`src/rtl/ifetch_line_responder.sv`:
```
`default_nettype none
// ============================================================================
//  Module   : ifetch_line_responder
//  Purpose  : Instruction-side line responder. It keeps one buffered line of
//             4 instructions (tag + valid) and returns it to the fetch stage
//             for any PC inside that line. On a miss it fills the line from a
//             32-bit-beat backing memory (4 read beats, up to 4 outstanding)
//             and then responds.
//  Ports    : clk_i / reset_i        clock, asynchronous active-high reset
//             req_valid_i/req_ready_o/req_pc_i        fetch request channel
//             resp_valid_o/resp_ready_i/resp_idata_o  line response channel
//             mem_req_valid_o/mem_req_ready_i/mem_addr_o  memory read request
//             mem_rdata_valid_i/mem_rdata_i               memory read data
//             flush_i                invalidate the line buffer
//  Config   : IFLR_CRITICAL_WORD_FIRST_EN - when defined, the fill starts at
//             the requested word (req_pc_i[3:2]) and wraps modulo 4; when
//             undefined the fill order is always 0,1,2,3.
//  Revision : 1.0 - initial release
// ============================================================================

`ifndef ADDR_LEN
`define ADDR_LEN 32
`endif
`ifndef INSN_LEN
`define INSN_LEN 32
`endif

module ifetch_line_responder #(
  parameter int ADDR_W = `ADDR_LEN,
  parameter int DATA_W = `INSN_LEN
) (
  input  logic                  clk_i,
  input  logic                  reset_i,
  input  logic                  req_valid_i,
  output logic                  req_ready_o,
  input  logic [ADDR_W-1:0]     req_pc_i,
  output logic                  resp_valid_o,
  input  logic                  resp_ready_i,
  output logic [4*DATA_W-1:0]   resp_idata_o,
  output logic                  mem_req_valid_o,
  input  logic                  mem_req_ready_i,
  output logic [ADDR_W-1:0]     mem_addr_o,
  input  logic                  mem_rdata_valid_i,
  input  logic [DATA_W-1:0]     mem_rdata_i,
  input  logic                  flush_i
);

  localparam int TAG_W = ADDR_W - 4;

  typedef enum logic [1:0] {
    S_IDLE = 2'd0,
    S_FILL = 2'd1,
    S_RESP = 2'd2
  } state_t;

  state_t               r_state;
  state_t               w_state_nxt;

  logic                 r_valid;
  logic [TAG_W-1:0]     r_tag;
  logic [2:0]           r_req_cnt;     // requests accepted by memory, 0..4
  logic [1:0]           r_dat_cnt;     // data beats received, 0..3
  logic                 r_flush_seen;  // flush observed during the current fill
  logic [4*DATA_W-1:0]  r_line;

  logic                 w_req_ready;
  logic                 w_resp_valid;
  logic                 w_mem_req_valid;
  logic                 w_accept;
  logic                 w_hit;
  logic                 w_beat_in;
  logic                 w_last_beat;
  logic [1:0]           w_base;
  logic [1:0]           w_issue_beat;
  logic [1:0]           w_wr_slot;
  logic [TAG_W-1:0]     w_req_tag;
  logic                 w_unused_pc;

  assign w_req_tag   = req_pc_i[ADDR_W-1:4];
  // Word-select bits are consumed by fetch, not here (except for the
  // critical-word start position).
  assign w_unused_pc = ^req_pc_i[3:0];

`ifdef IFLR_CRITICAL_WORD_FIRST_EN
  logic [1:0] r_base;

  always_ff @(posedge clk_i or posedge reset_i) begin
    if (reset_i) begin
      r_base <= 2'b00;
    end else if (w_accept && !w_hit) begin
      r_base <= req_pc_i[3:2];
    end
  end

  assign w_base = r_base;
`else
  assign w_base = 2'b00;
`endif

  // Beat positions wrap naturally in 2 bits, giving the modulo-4 fill order.
  assign w_issue_beat = w_base + r_req_cnt[1:0];
  assign w_wr_slot    = w_base + r_dat_cnt;

  always_ff @(posedge clk_i or posedge reset_i) begin
    if (reset_i) begin
      r_state <= S_IDLE;
    end else begin
      r_state <= w_state_nxt;
    end
  end

  always_comb begin
    w_state_nxt     = r_state;
    w_req_ready     = 1'b0;
    w_resp_valid    = 1'b0;
    w_mem_req_valid = 1'b0;
    w_accept        = 1'b0;
    w_beat_in       = 1'b0;
    w_last_beat     = 1'b0;
    // A flush on the request cycle forces a miss.
    w_hit           = r_valid && (r_tag == w_req_tag) && !flush_i;
    case (r_state)
      S_IDLE: begin
        w_req_ready = 1'b1;
        if (req_valid_i) begin
          w_accept    = 1'b1;
          w_state_nxt = w_hit ? S_RESP : S_FILL;
        end
      end
      S_FILL: begin
        w_mem_req_valid = ~r_req_cnt[2];
        w_beat_in       = mem_rdata_valid_i;
        if (mem_rdata_valid_i && (r_dat_cnt == 2'd3)) begin
          w_last_beat = 1'b1;
          w_state_nxt = S_RESP;
        end
      end
      S_RESP: begin
        w_resp_valid = 1'b1;
        if (resp_ready_i) begin
          w_state_nxt = S_IDLE;
        end
      end
      default: begin
        w_state_nxt = S_IDLE;
      end
    endcase
  end

  always_ff @(posedge clk_i or posedge reset_i) begin
    if (reset_i) begin
      r_valid      <= 1'b0;
      r_tag        <= '0;
      r_req_cnt    <= 3'd0;
      r_dat_cnt    <= 2'd0;
      r_flush_seen <= 1'b0;
      r_line       <= '0;
    end else begin
      if (w_accept && !w_hit) begin
        r_tag        <= w_req_tag;
        r_valid      <= 1'b0;
        r_req_cnt    <= 3'd0;
        r_dat_cnt    <= 2'd0;
        r_flush_seen <= 1'b0;
      end

      if (w_mem_req_valid && mem_req_ready_i) begin
        r_req_cnt <= r_req_cnt + 3'd1;
      end

      if (w_beat_in) begin
        for (int k = 0; k < 4; k++) begin
          if (w_wr_slot == 2'(k)) begin
            r_line[k*DATA_W +: DATA_W] <= mem_rdata_i;
          end
        end
        r_dat_cnt <= r_dat_cnt + 2'd1;
      end

      // A flush seen at any point of the fill keeps the new line invalid,
      // although the response for it is still delivered.
      if (w_last_beat) begin
        r_valid <= ~(r_flush_seen | flush_i);
      end

      if (flush_i) begin
        r_valid <= 1'b0;
        if (r_state == S_FILL) begin
          r_flush_seen <= 1'b1;
        end
      end
    end
  end

  assign req_ready_o     = w_req_ready & ~reset_i;
  assign resp_valid_o    = w_resp_valid;
  assign resp_idata_o    = r_line;
  assign mem_req_valid_o = w_mem_req_valid;
  assign mem_addr_o      = {r_tag, w_issue_beat, 2'b00};

endmodule
`default_nettype wire
```
`config.mk`:
```
export PLATFORM = sky130hd
export DESIGN_NAME = ifetch_line_responder
export DESIGN_NICKNAME = d
export VERILOG_FILES = /design/src/rtl/ifetch_line_responder.sv
export SDC_FILE = /design/constraint.sdc
export NUM_CORES = 1
export LEC_CHECK = 0
export ABC_AREA = 1
export BUFFER_PORTS_ARGS = -buffer_cell sky130_fd_sc_hd__buf_2
export CAP_MARGIN = 30
export CORE_MARGIN = 8
export CORE_UTILIZATION = 54
export DETAILED_ROUTE_END_ITERATION = 10
export PLACE_DENSITY = 0.85
export SYNTH_ARGS = -nofsm -noshare
export SYNTH_HDL_FRONTEND = slang
export SYNTH_SLANG_ARGS = --single-unit
```
`constraint.sdc`:
```
create_clock -name clk_i -period 9.82 [get_ports clk_i]
set_input_delay 1.964 -clock clk_i [delete_from_list [all_inputs] [get_ports clk_i]]
set_output_delay 1.964 -clock clk_i [all_outputs]
set_load 0.03 [all_outputs]
```
=== Word-level counts from Yosys, hierarchy flattened ===
Cells that the tools add are included.

* Register bits: 165
* Input port bits: 71
* Word-level logic and storage cells: 66

* Add/sub/neg operators: 2
* Equality and inequality tests: 9
* Mux-type cells: 23
* Bitwise operators: 5
* Reduce and logical (&&, ||, !) cells: 17

{| class="wikitable"
|+ Operator list
! operator !! number
|-
| 28-bit equality test || 1
|-
| 1-bit two-way mux || 14
|-
| 2-bit two-way mux || 6
|-
| 2-bit AND reduction || 4
|-
| 2-bit equality test, second input constant || 3
|-
| 3-bit two-way mux || 2
|-
| 2-bit inequality test, second input constant || 3
|-
| 2-bit one-hot mux with 3 select lines || 1
|-
| 1-bit logical AND || 5
|-
| 2-bit by 1-bit equality test with 1-bit output, second input constant || 2
|-
| 2-bit logical NOT || 2
|-
| 2-bit nonzero test || 2
|-
| 3-bit by 1-bit adder with 3-bit output, second input constant || 1
|-
| 1-bit NOT || 3
|-
| 3-bit AND reduction || 1
|-
| 3-bit nonzero test || 1
|-
| 2-bit by 1-bit adder with 2-bit output, second input constant || 1
|-
| 1-bit logical NOT || 2
|-
| 1-bit AND || 1
|-
| 1-bit bitwise OR || 1
|}

=== Depth between registers and ports, before layout ===
Gate-level depths: netlist (run 1).

* Word-level depth: 8
* Mapped depth: 13
* Gate-level depth less buffers: 12

=== Least setup slack after synthesis (run 1) ===
Ideal clock, no wire load.

* Path kind: input port to output port
* Start: input reset_i
* End: output req_ready_o
* Arrival time: 2.377 ns
* Setup slack: 5.479 ns
* Cell stages on the path: 1
* Path buffers: 0
* Cell sequence: nor2_1

* Longest elaborated chain between the ends: 2

{| class="wikitable"
|+ RTL lines
! what !! RTL line !! source
|-
| from (decl) || 33 || <nowiki>input logic reset_i,</nowiki>
|-
| 1-bit NOT || 195 || <nowiki>assign req_ready_o = w_req_ready & ~reset_i;</nowiki>
|-
| 1-bit AND || 195 ||
|-
| to (decl) || 35 || <nowiki>output logic req_ready_o,</nowiki>
|}

No other way between the ends.

=== Worst setup path in the final report (run 1) ===
Same ends and word-level chain as after synthesis.

==> results.json, run 1 <==
{
  "syn2layout_area_growth_pct": 26.7,
  "antenna_found_initial": 1,
  "clock_path_buffers": 2,
  "cts_num_sinks": 165,
  "grt_pass1_vias": 5654,
  "drive_gt1_share_pct": 28.6,
  "placed_area_mm2": 0.00792,
  "postRouteWirelength_mm": 17.8,
  "clock_latency_ns": 0.42,
  "cts-root-buf": "clkbuf_16",
  "min_to": "resp_idata_o[90]",
  "hold_depth": 2,
  "dp_hpwl_mm": 12.5,
  "routed-wl-met2_mm": 8.58,
  "slew_headroom_pct": 33.3,
  "dr_wl_met3_mm": 1.67,
  "r2r-end": "r_tag[21]",
  "max_slew.worst_pin.slew_ns": 0.999,
  "grt_usage_pct": 22.2,
  "power_leakage_nw": 4.77,
  "post_cts_buffers": 0,
  "fin_cells": 1136,
  "drt_iter0_drc": 400,
  "gp_congestion": 0.771,
  "highest_layer": "met4",
  "vias_per_cell": 4.90,
  "ir_worst_vdd_mv": 0.214,
  "rsz0062_at_grt": "no",
  "die_y_um": 127,
  "required_ns": 7.86,
  "p_per_area_mw_per_mm2": 375,
  "cts_tree": "yes",
  "cts_buffers": 17,
  "fin_setup_tns_ns": 0,
  "clock.fmax_ghz": 0.230,
  "start_util_pct": 55.5,
  "grt_max_degree": 90,
  "drt_first_pass_iters": 4,
  "slew_violations": 0,
  "drc": 0,
  "io_pins": 234,
  "rrSetupSlack_ns": 7.77,
  "worstSetupPathType": "in -> out",
  "nFillCells": 981,
  "finalSetupViolations": 0,
  "ys_warn_count": 0,
  "die_area_mm2": 0.0162,
  "place_inst": 1103,
  "vias": 5568,
  "timing.rr.start": "r_state[1]",
  "worstSetupEndpointType": "output port",
  "cp-start-kind": "primary input",
  "ant_nets": 0,
  "synth_area_mm2": 0.00669,
  "synthDistinctLibCells": 25,
  "critPathArrivalTime_ns": 2.38,
  "die_w_um": 127,
  "postCtsHoldBufs": 0,
  "max-cap-violations": 0,
  "coreArea_mm2": 0.0121,
  "synth-seq-area-share_pct": 61.7,
  "final.period_utilization_pct": 44.3,
  "cts.clk_slew.worst_paths_ns": 0.06,
  "wl_per_cell_um": 15.6,
  "syn_inst": 738,
  "final-hold-violation-count": 0,
  "fin_crit_ns": 4.35,
  "grt_pass1_wl_mm": 28.6,
  "r2r_cells": 5,
  "worstPathMaxFanout": 2,
  "ys_ff_latch": 165,
  "hp-start": "resp_idata_o[90]",
  "grt-ovfl-total": 0,
  "p_total_mw": 3.18,
  "port_buffers": 227,
  "post_synth.cell_area_avg_um2": 9.07,
  "wl_met1_mm": 7.13,
  "hold_path_class": "reg -> reg",
  "outcome": "complete, no violations",
  "stdcell_area_mm2": 0.00848,
  "fin_skew_ns": 0.00943,
  "cts_resized": 0,
  "htree_levels": 4,
  "rows": 40,
  "nNetsFinal": 1030
}
[per-layer routing]
| metal | vias up | global-route usage (%) |
|---|---|---|
| met4 | 0 | 8.96 |
| li1 | 2734 | - |
| met3 | 29 | 8.86 |
| met2 | 184 | 36.4 |
| met1 | 2621 | 25.7 |
| met5 | - | 0 |
[cells in the mapped netlist]
library cell | number | area share, %
a21oi_1 | 1 | 0.075
buf_1 | 1 | 0.056
buf_2 | 7 | 0.52
buf_4 | 4 | 0.45
buf_6 | 5 | 0.84
clkbuf_1 | 18 | 1.0
conb_1 | 1 | 0.056
dfrtp_1 | 165 | 62
ha_1 | 5 | 0.93
inv_1 | 76 | 4.3
inv_2 | 5 | 0.28
nand2_1 | 240 | 13
nand2_2 | 4 | 0.37
nand2_4 | 1 | 0.17
nand3_1 | 20 | 1.5
nand4_1 | 1 | 0.094
nor2_1 | 17 | 0.95
nor2_2 | 5 | 0.47
nor3_1 | 1 | 0.075
o211ai_1 | 1 | 0.11
o21ai_0 | 124 | 9.3
o21ai_1 | 24 | 1.8
or2_2 | 1 | 0.094
xnor2_1 | 8 | 1.0
xor2_1 | 3 | 0.39
[sequential cells by signal, indices dropped and copies added, names as in the netlist]
name          flops
r_dat_cnt         2
r_flush_seen      1
r_req_cnt         3
r_state           2
r_tag            28
r_valid           1
resp_idata_o    128
[critical path, stage by stage]
cell    delay, ns
buf_2        0.13
nor2_1       0.09
buf_2        0.20
[placed cells by master (no fill, tap or decap), types with 2 or more instances in the layout]
master and n:
o21ai_1 24, o21ai_0 124, inv_1 75, xnor2_1 8, buf_2 227, inv_2 5, nand2_2 4, buf_12 3
nor2_1 17, conb_1 2, inv_6 3, nand2_1 240, clkbuf_1 3, xor2_1 3, clkinvlp_4 4, dfrtp_1 165
ha_1 5, clkinv_2 3, clkbuf_16 17, nor2_2 5, nand3_1 20
[per-stage QoR]
stage / setup slack, ns / util, % / hold slack [ns]
2_1_floorplan: 3.39 / - / 0.460
3_3_place_gp: 5.48 / 65.2 / 0.460
3_5_place_dp: 5.47 / 65.7 / 0.468
4_1_cts: 5.47 / 70.2 / 0.483
5_1_grt: 5.46 / 70.3 / 0.492
6_report: 5.47 / 70.3 / 0.476
[how the worst max path moves through the flow]
stage             from      endpoint  slack (ns)  depth (start not counted)
2_1_floorplan  reset_i  r_dat_cnt[0]        3.39                          1
3_3_place_gp   reset_i   req_ready_o        5.48                          3
3_5_place_dp   reset_i   req_ready_o        5.47                          3
4_1_cts        reset_i   req_ready_o        5.47                          3
5_1_grt        reset_i   req_ready_o        5.46                          3
6_report       reset_i   req_ready_o        5.47                          3
[cells by family (layout without fill, tap and decap cells)]
family	Yosys count	count (layout)	share of synthesized area [%]
xor gates and xnor gates	11	11	1.44
AOI/OAI and AO/OA	150	150	11.3
other	1	3	0.0560
adders and majority gates	5	5	0.935
DFF	165	165	61.7
and+or+nand+nor	290	290	17.2
buffers and inverters	116	344	7.42
[layout make-up]
class                           instances  area, µm²  area share (%)
Antenna cell                            1       2.50          0.0295
Clock buffer                           21        450            5.31
Clock inverter                         11        101            1.20
Inverter                               81        309            3.65
Multi-Input combinational cell        458       2070            24.4
Sequential cell                       165       4130            48.7
Tap cell                              168        210            2.48
Timing Repair Buffer                  231       1200            14.2
[power breakdown]
part / internal, mW / switching [mW]
clock: 0.356 / 0.265
sequential: 0.969 / 0.182
combinational: 0.389 / 1.02
total: 1.71 / 1.47
Note: power is estimated with default switching activity, not from simulation.
==> inputs of run 2 (changes only) <==
- CORE_UTILIZATION: 54 -> 45
- PLACE_DENSITY: 0.85 -> 0.76
- clock period: 9.82 -> 3.75 ns (I/O delays scaled with it)
==> results.json, run 2 (synthesis results as in run 1) <==
{
  "fin_crit_ns": 2.22,
  "slew_headroom_pct": 50.8,
  "cts_num_sinks": 165,
  "grt_pass1_wl_mm": 27.1,
  "largest_reg_flops": 128,
  "clock_latency_ns": 0.42,
  "timing.rr.start": "r_tag[14]",
  "crit_slowest_cell": "dfrtp_1",
  "cts_resized": 0,
  "clock.fmax_ghz": 0.451,
  "port_buffers": 227,
  "cts_tree": "yes",
  "worstSetupEndpointType": "output port",
  "start_util_pct": 46.0,
  "path_cells": "inv_2, nor2_2, inv_2, nor2_2, buf_2",
  "antenna_found_initial": 0,
  "required_ns": 3.00,
  "vias_per_cell": 4.75,
  "gp_congestion": 0.774,
  "htree_levels": 4,
  "drt_iter0_drc": 309,
  "cp-startpoint": "r_state[0]",
  "die_area_mm2": 0.0190,
  "worstPathMaxFanout": 4,
  "worstSetupPathType": "reg -> out",
  "grt_max_degree": 86,
  "final.period_utilization_pct": 59.2,
  "die_y_um": 138,
  "ir_worst_vdd_mv": 0.486,
  "rows": 44,
  "cts.clk_slew.worst_paths_ns": 0.06,
  "slew_violations": 0,
  "finalSetupViolations": 0,
  "fin_setup_tns_ns": 0,
  "max-cap-violations": 0,
  "path_delay_family": "flip-flops",
  "final-hold-violation-count": 0,
  "cp-start-kind": "register",
  "die_w_um": 138,
  "fin_skew_ns": 0.00953,
  "syn2layout_area_growth_pct": 28.2,
  "grt_pass1_vias": 5216,
  "postCtsHoldBufs": 0,
  "cts-root-buf": "clkbuf_16",
  "p_per_area_mw_per_mm2": 988,
  "final_common_cell": "nand2_1",
  "drc": 0,
  "rsz0062_at_grt": "no",
  "post_cts_buffers": 0,
  "critPathArrivalTime_ns": 1.47,
  "fin_hold_ws_ns": 0.285,
  "drt_first_pass_iters": 5,
  "postRouteWirelength_mm": 17.6,
  "coreArea_mm2": 0.0145,
  "rrSetupSlack_ns": 1.70,
  "grt_usage_pct": 18.3,
  "dp_hpwl_mm": 12.9,
  "vias": 5488,
  "wl_per_cell_um": 15.3,
  "cts_buffers": 17,
  "clock_path_buffers": 2,
  "cp.buffers_inverters": 3,
  "placed_area_mm2": 0.00796,
  "io_pins": 234,
  "hold_path_class": "in -> async",
  "fin_util_pct": 59.0,
  "nNetsFinal": 1034,
  "max_slew.worst_pin.slew_ns": 0.735,
  "path_depth": 5,
  "grt-ovfl-total": 0,
  "power_leakage_nw": 4.82,
  "stdcell_area_mm2": 0.00858,
  "slowest_delay_ns": 0.40,
  "fin_cells": 1156,
  "ant_nets": 0,
  "most-common-layout-cells": "240 x nand2_1, 227 x buf_2, 165 x dfrtp_1",
  "drive_gt1_share_pct": 29.2,
  "r2r_cells": 9,
  "place_inst": 1123,
  "outcome": "complete, no violations"
}
==> run 2: per-stage QoR <==
step                setup WS [ns]  power, mW
finish                       1.53       8.47
global route                 1.41       9.01
CTS                          1.50       8.57
detailed placement           1.23       6.73
global placement             1.26       6.62
floorplan                   0.901       5.56
==> run 2: layout make-up <==
class | instances | area (µm²)
sequential | 165 | 4130
antenna | 1 | 2.50
clock inverter | 15 | 193
tap | 184 | 230
timing repair buffer | 235 | 1220
inverter | 81 | 308
clock buffer | 17 | 425
fill | 1329 | 5960
multi-input combinational | 458 | 2070
==> run 2: layer usage <==
metal  vias to the layer above  wire length [µm]  track usage, %
li1                       2751                 -               -
met2                       172              8440            29.8
met4                         0               127            5.73
met5                         -                 0               0
met1                      2557              7280            22.2
met3                         8              1780            6.70
==> run 2: final timing paths <==
kind / end
worst min register to register: resp_idata_o[60]
worst max-delay path: mem_req_valid_o
worst max register to register: r_tag[27]
max in group asynchronous: resp_idata_o[75]
worst min-delay path: r_req_cnt[1]
min in group clk_i: resp_idata_o[60]
==> run 2: where the power goes <==
group / internal [mW] / switching (mW) / leakage, nW
combinational: 1.01 / 2.64 / 2.42
clock: 1.07 / 0.750 / 0.301
sequential: 2.54 / 0.467 / 2.10
